<file path="config.mk">
export PLATFORM = sky130hd
export DESIGN_NAME = init_delay_pipe
export DESIGN_NICKNAME = d
export VERILOG_FILES = /design/src/rtl/init_delay_pipe.sv
export SDC_FILE = /design/constraint.sdc
export NUM_CORES = 1
export LEC_CHECK = 0
export ABC_AREA = 1
export BUFFER_PORTS_ARGS = -buffer_cell sky130_fd_sc_hd__buf_2
export CAP_MARGIN = 15
export CORE_MARGIN = 4
export CORE_UTILIZATION = 37
export DETAILED_ROUTE_END_ITERATION = 6
export GPL_TIMING_DRIVEN = 0
export PLACE_DENSITY = 0.68
export SLEW_MARGIN = 20
export SYNTH_ARGS = -nofsm -noshare
export SYNTH_HDL_FRONTEND = slang
export SYNTH_SLANG_ARGS = --single-unit
</file>
<file path="constraint.sdc">
create_clock -name clk -period 1.35 [get_ports clk]
set_clock_uncertainty 0.1 [all_clocks]
set_input_delay 0.0675 -clock clk [delete_from_list [all_inputs] [get_ports clk]]
set_output_delay 0.0675 -clock clk [all_outputs]
set_load 0.005 [all_outputs]
</file>
<file path="src/rtl/init_delay_pipe.sv">
// init_delay_pipe
//   Enabled data pipeline of DEPTH stages that refuses input for INIT_DELAY
//   cycles after every reset release, giving downstream logic time to
//   settle before the first word arrives. Empty stages (reset, flush,
//   bubbles) always carry the INIT pattern.
//
// Ports
//   clk        single clock, rising edge
//   rstn       synchronous active-low reset
//   en         advance the pipeline by one stage
//   flush      clear every stage back to INIT / invalid
//   in_valid   qualifier for data
//   data       input word
//   ready      registered, high once the start-up wait has elapsed
//   out        last-stage data
//   out_valid  last-stage valid
//   fill       number of stages currently holding valid data
module init_delay_pipe #(
  parameter int              WIDTH      = 4,
  parameter int              DEPTH      = 2,
  parameter logic [WIDTH-1:0] INIT      = '0,
  parameter int              INIT_DELAY = 2
) (
  input  logic                         clk,
  input  logic                         rstn,
  input  logic                         en,
  input  logic                         flush,
  input  logic                         in_valid,
  input  logic [WIDTH-1:0]             data,
  output logic                         ready,
  output logic [WIDTH-1:0]             out,
  output logic                         out_valid,
  output logic [$clog2(DEPTH+1)-1:0]   fill
);

  localparam int FILL_W = $clog2(DEPTH + 1);

  // Counter value on which the wait ends. A delay of 0 behaves like a
  // delay of 1: the first edge after release already enters RUN.
  localparam logic [7:0] LAST_COUNT = (INIT_DELAY == 0) ? 8'd0 : 8'(INIT_DELAY - 1);

  typedef enum logic {
    INIT_WAIT,
    RUN
  } stateT;

  stateT            state;
  stateT            stateNext;
  logic [7:0]       delayCount;
  logic [7:0]       delayCountNext;
  logic [WIDTH-1:0] stageData [DEPTH];
  logic [DEPTH-1:0] stageValid;
  logic             accept;

  // State, delay counter and ready register. ready is loaded from the
  // next state so it is high exactly while the FSM sits in RUN, with no
  // path from any input to the port.
  always_ff @(posedge clk) begin
    if (!rstn) begin
      state      <= INIT_WAIT;
      delayCount <= 8'd0;
      ready      <= 1'b0;
    end else begin
      state      <= stateNext;
      delayCount <= delayCountNext;
      ready      <= (stateNext == RUN);
    end
  end

  // Next-state logic: count start-up cycles, then stay in RUN until the
  // next reset. flush deliberately has no effect here.
  always_comb begin
    stateNext      = state;
    delayCountNext = delayCount;
    case (state)
      INIT_WAIT: begin
        delayCountNext = delayCount + 8'd1;
        if (delayCount == LAST_COUNT) begin
          stateNext = RUN;
        end
      end
      RUN: begin
        stateNext = RUN;
      end
    endcase
  end

  assign accept = (state == RUN) && en && !flush;

  // Stage registers. Reset and flush both return every stage to INIT with
  // valid cleared; during the start-up wait nothing is ever loaded, so the
  // stages stay at INIT. A bubble (in_valid low) shifts in INIT too.
  always_ff @(posedge clk) begin
    if (!rstn || flush) begin
      for (int k = 0; k < DEPTH; k++) begin
        stageData[k] <= INIT;
      end
      stageValid <= '0;
    end else if (accept) begin
      stageData[0]  <= in_valid ? data : INIT;
      stageValid[0] <= in_valid;
      for (int k = 1; k < DEPTH; k++) begin
        stageData[k]  <= stageData[k-1];
        stageValid[k] <= stageValid[k-1];
      end
    end
  end

  assign out       = stageData[DEPTH-1];
  assign out_valid = stageValid[DEPTH-1];

  // Occupancy is simply the number of set valid bits.
  always_comb begin
    fill = '0;
    for (int k = 0; k < DEPTH; k++) begin
      fill = fill + FILL_W'(stageValid[k]);
    end
  end

endmodule
</file>
==> results.txt <==
- For the pin with the worst max-slew slack, the measured transition is 207.7 ps.
* Combined area of all synthesized cells: between 900 and 1000 µm²
* Rel. slew slack: 86.11%
- The tree is rooted in a clkbuf_4.
* Number of slew-limit violations in the final report: 0
- Total via count after detailed routing: 726
- After legalization and detailed placement, the total HPWL measured 1194 µm.
- Among all stages on the critical path, the largest delay is contributed by dfxtp_1.
- Residual DRC: 0
- Max-cap violations: 0
- The die is 59.23 µm wide.
- Status: complete, no violations
- The worst register-to-register path has a setup slack of 130 ps.
- STA puts the critical path data required time at ~1200 ps.
* Critical register-to-register path endpoint: stageData[0][1]$_SDFFCE_PN0P_
- The worst path in the final design needs a cycle of 1222 ps, including I/O delays and setup.
* Post-Syn Area per Cell: 8.517 µm²
* Total GRT Usage: 10.41%
* Kind of path behind the tightest hold check: in -> reg
* Hold slack: approximately 15 ps
- The finished layout holds 169 standard cells, fillers aside.
- Walking the worst path, the cells encountered are buf_6 > nand2_1 > nand2_2.
* Maximum number of buffers from clock root to sink: 2
* Detailed-route wire length per cell: 9.107 µm
- Via-per-instance ratio: 4.296
- Delay of the slowest critical-path stage: 360 ps
- Height of the die: 59.23 µm
- Along the worst path, the maximum fanout reaches 9.
* Buf/Inv on CP: 1
- During synthesis, Yosys emitted a total of 0 warnings.
- In the final layout, the share of cells above drive strength 1 is 27.34%.
- The pre-antenna-repair detailed-routing pass consisted of 3 iterations.
- The initial utilization of the core area, before any placement, comes to 38.84%.
- Number of nets in the layout: 152
* Area Overhead vs Synth: 21.01%
- The completed layout was analyzed and its total power is 1.177 mW.
* Critical Setup Path Class: reg -> reg
- First-pass GRT wire length: 2801 µm
* Synthesis-stage register bit count: 19
- Sequential cell area fraction in the yosys report: 47.42%
- Commonest cells after routing, fill and taps aside: nor2_1, inv_1, nand2_1
* Number of failing setup endpoints in the final timing report: 0
* Min-delay src: en
- In this run the critical register-to-register path is launched from state$_SDFF_PN0_.
- For the worst-skew pair, the clock arrives at the later sink with an insertion delay of 290 ps.
- Final Hold Viols: 0
- The number of antenna violations at the first check in global routing was 0.
- Worst vdd rail ir drop: 0.0006263 V
- Antenna Diode Count: 0
* H-tree levels: 1
* Fill cell total of the finished layout: 251
- Total negative setup slack: 0 ps
- Total placed cells including tap cells: 159
- For this block, the initial DRC count from the detailed router was 12.
- Post-Syn Instances: 114
- Power density over the cells: around 1000 nW/µm²
* Core Footprint: 2500 µm²
* CP delay by family, top: flip-flops
- Top-level port count: 17
* Post-DP Area: about 1100 µm²
* TritonCTS buffer count: 3
- Clock transition at the register clock pins on the worst setup and hold paths after CTS: 110 ps
* Clock tree from TritonCTS: done
* Category of the worst setup path capture point: register
- The die covers approximately 3500 µm².
- Port bufs: 15
* Routability-driven placement congestion ratio: 0.7715
- Data on the critical path arrives at its endpoint at 1110 ps.
* Crit share post-route: 90.53%
- Aggregate routed wire length: 1539 µm
- The library cell used most frequently in the layout, excluding fill and tap cells, is nor2_1.
- Row generation in the floorplan step produced 18 rows.
- The finished cells cover 1175 µm².
- The worst register-to-register path has a depth of 3.
* Worst min-delay path endpoint: stageValid[0]$_SDFFE_PP0P_
- After clock tree synthesis, the setup repair step added 0 buffers.
- Static leakage power: 0.5681 nW
- RSZ-0062 raised after global routing: false
- Cells fill a little under half of the core in the end.
- Entering global routing, the biggest net connects 12 pins.
- Derived from the worst setup path, the maximum achievable clock frequency is 0.8183 GHz.
- Vias in the first global route: 671
- CTS saw 19 sinks.
* Final Worst Setup Slack: 127.9 ps
- Synthesis produced a netlist with a net count of 126.
* Post-DRT Antenna Nets: 0
* Number of distinct library cells after synthesis: 22
- Before CTS, the worst setup slack after placement is 36.27 ps.
- Startpoint type of the worst setup path: register
- Count of cells along the worst hold path: 3
* Residual overflow from global routing: 0
==> synthesized netlist by cell type (all sizes together) <==
master,count,area share (%)
edfxtp,8,25
inv,22,9.3
nor2,27,14
buf,6,5.4
nand4,1,2.2
nand2,21,8.9
a21oi,4,2.4
dfxtp,11,23
ha,3,3.9
nand3,7,4.1
o21ai,4,2.4
==> sequential cells by signal (all words and copies together) (netlist names) <==
register and count:
delayCount 8, stageData 8, stageValid 2, state 1
==> kinds of logic after synthesis <==
| logic type | Yosys count | synth area share [%] |
|---|---|---|
| AO/OA/AOI/OAI | 8 | 4.896 |
| adder cells (fa/ha/maj) | 3 | 3.866 |
| buffers and inverters | 28 | 14.69 |
| flip-flops | 19 | 47.42 |
| AND/OR/NAND/NOR | 56 | 29.12 |
==> worst max-delay path by stage <==
stage                                           from                             to  cells after the start
after detailed placement            state$_SDFF_PN0_  stageData[0][5]$_SDFFCE_PN0P_                      3
after global routing      delayCount[0]$_SDFFE_PN0N_     delayCount[6]$_SDFFE_PN0N_                      6
final                               state$_SDFF_PN0_  stageData[0][1]$_SDFFCE_PN0P_                      3
after CTS                           state$_SDFF_PN0_  stageData[0][5]$_SDFFCE_PN0P_                      3
after global placement              state$_SDFF_PN0_  stageData[0][6]$_SDFFCE_PN0P_                      3
after floorplan                     state$_SDFF_PN0_  stageData[0][0]$_SDFFCE_PN0P_                      3
==> area by class of cell <==
| cell class | instances | area [µm²] | share of cell area (%) |
|---|---|---|---|
| flip-flops and latches | 19 | 461.7 | 39.30 |
| multi-input cells | 67 | 370.4 | 31.52 |
| repair buffers | 21 | 135.1 | 11.50 |
| inverters | 22 | 90.09 | 7.668 |
| plain buffers | 6 | 52.55 | 4.473 |
| well taps | 30 | 37.54 | 3.195 |
| clock buffers | 3 | 22.52 | 1.917 |
| clock inverters | 1 | 5.005 | 0.4260 |
==> worst register-to-register path: cells and delay by family (launching register included) <==
kind	cells	cell delay [ps]
AND/OR/NAND/NOR	2	280
buffers and inverters	1	170
flip-flops	1	360
==> routing by layer <==
layer  global-route usage, %  share of wire, %
met1                   12.20                42
met2                   17.00                52
met3                   2.832               5.3
met4                   5.825              0.65
met5                       0                 0
==> report_power, final <==
group / switching (mW) / total, mW / internal (mW)
registers: 0.0310 / 0.671 / 0.640
logic: 0.123 / 0.224 / 0.101
clock network: 0.171 / 0.282 / 0.110
total: 0.326 / 1.18 / 0.851
==> repair_timing <==
item                                   in CTS  in global routing
resized for setup                           0                  2
endpoints found under the hold margin      14                  0
setup endpoints to repair                   0                 10
hold buffers                                6                  0
Note: power is estimated with default switching activity, not from simulation.
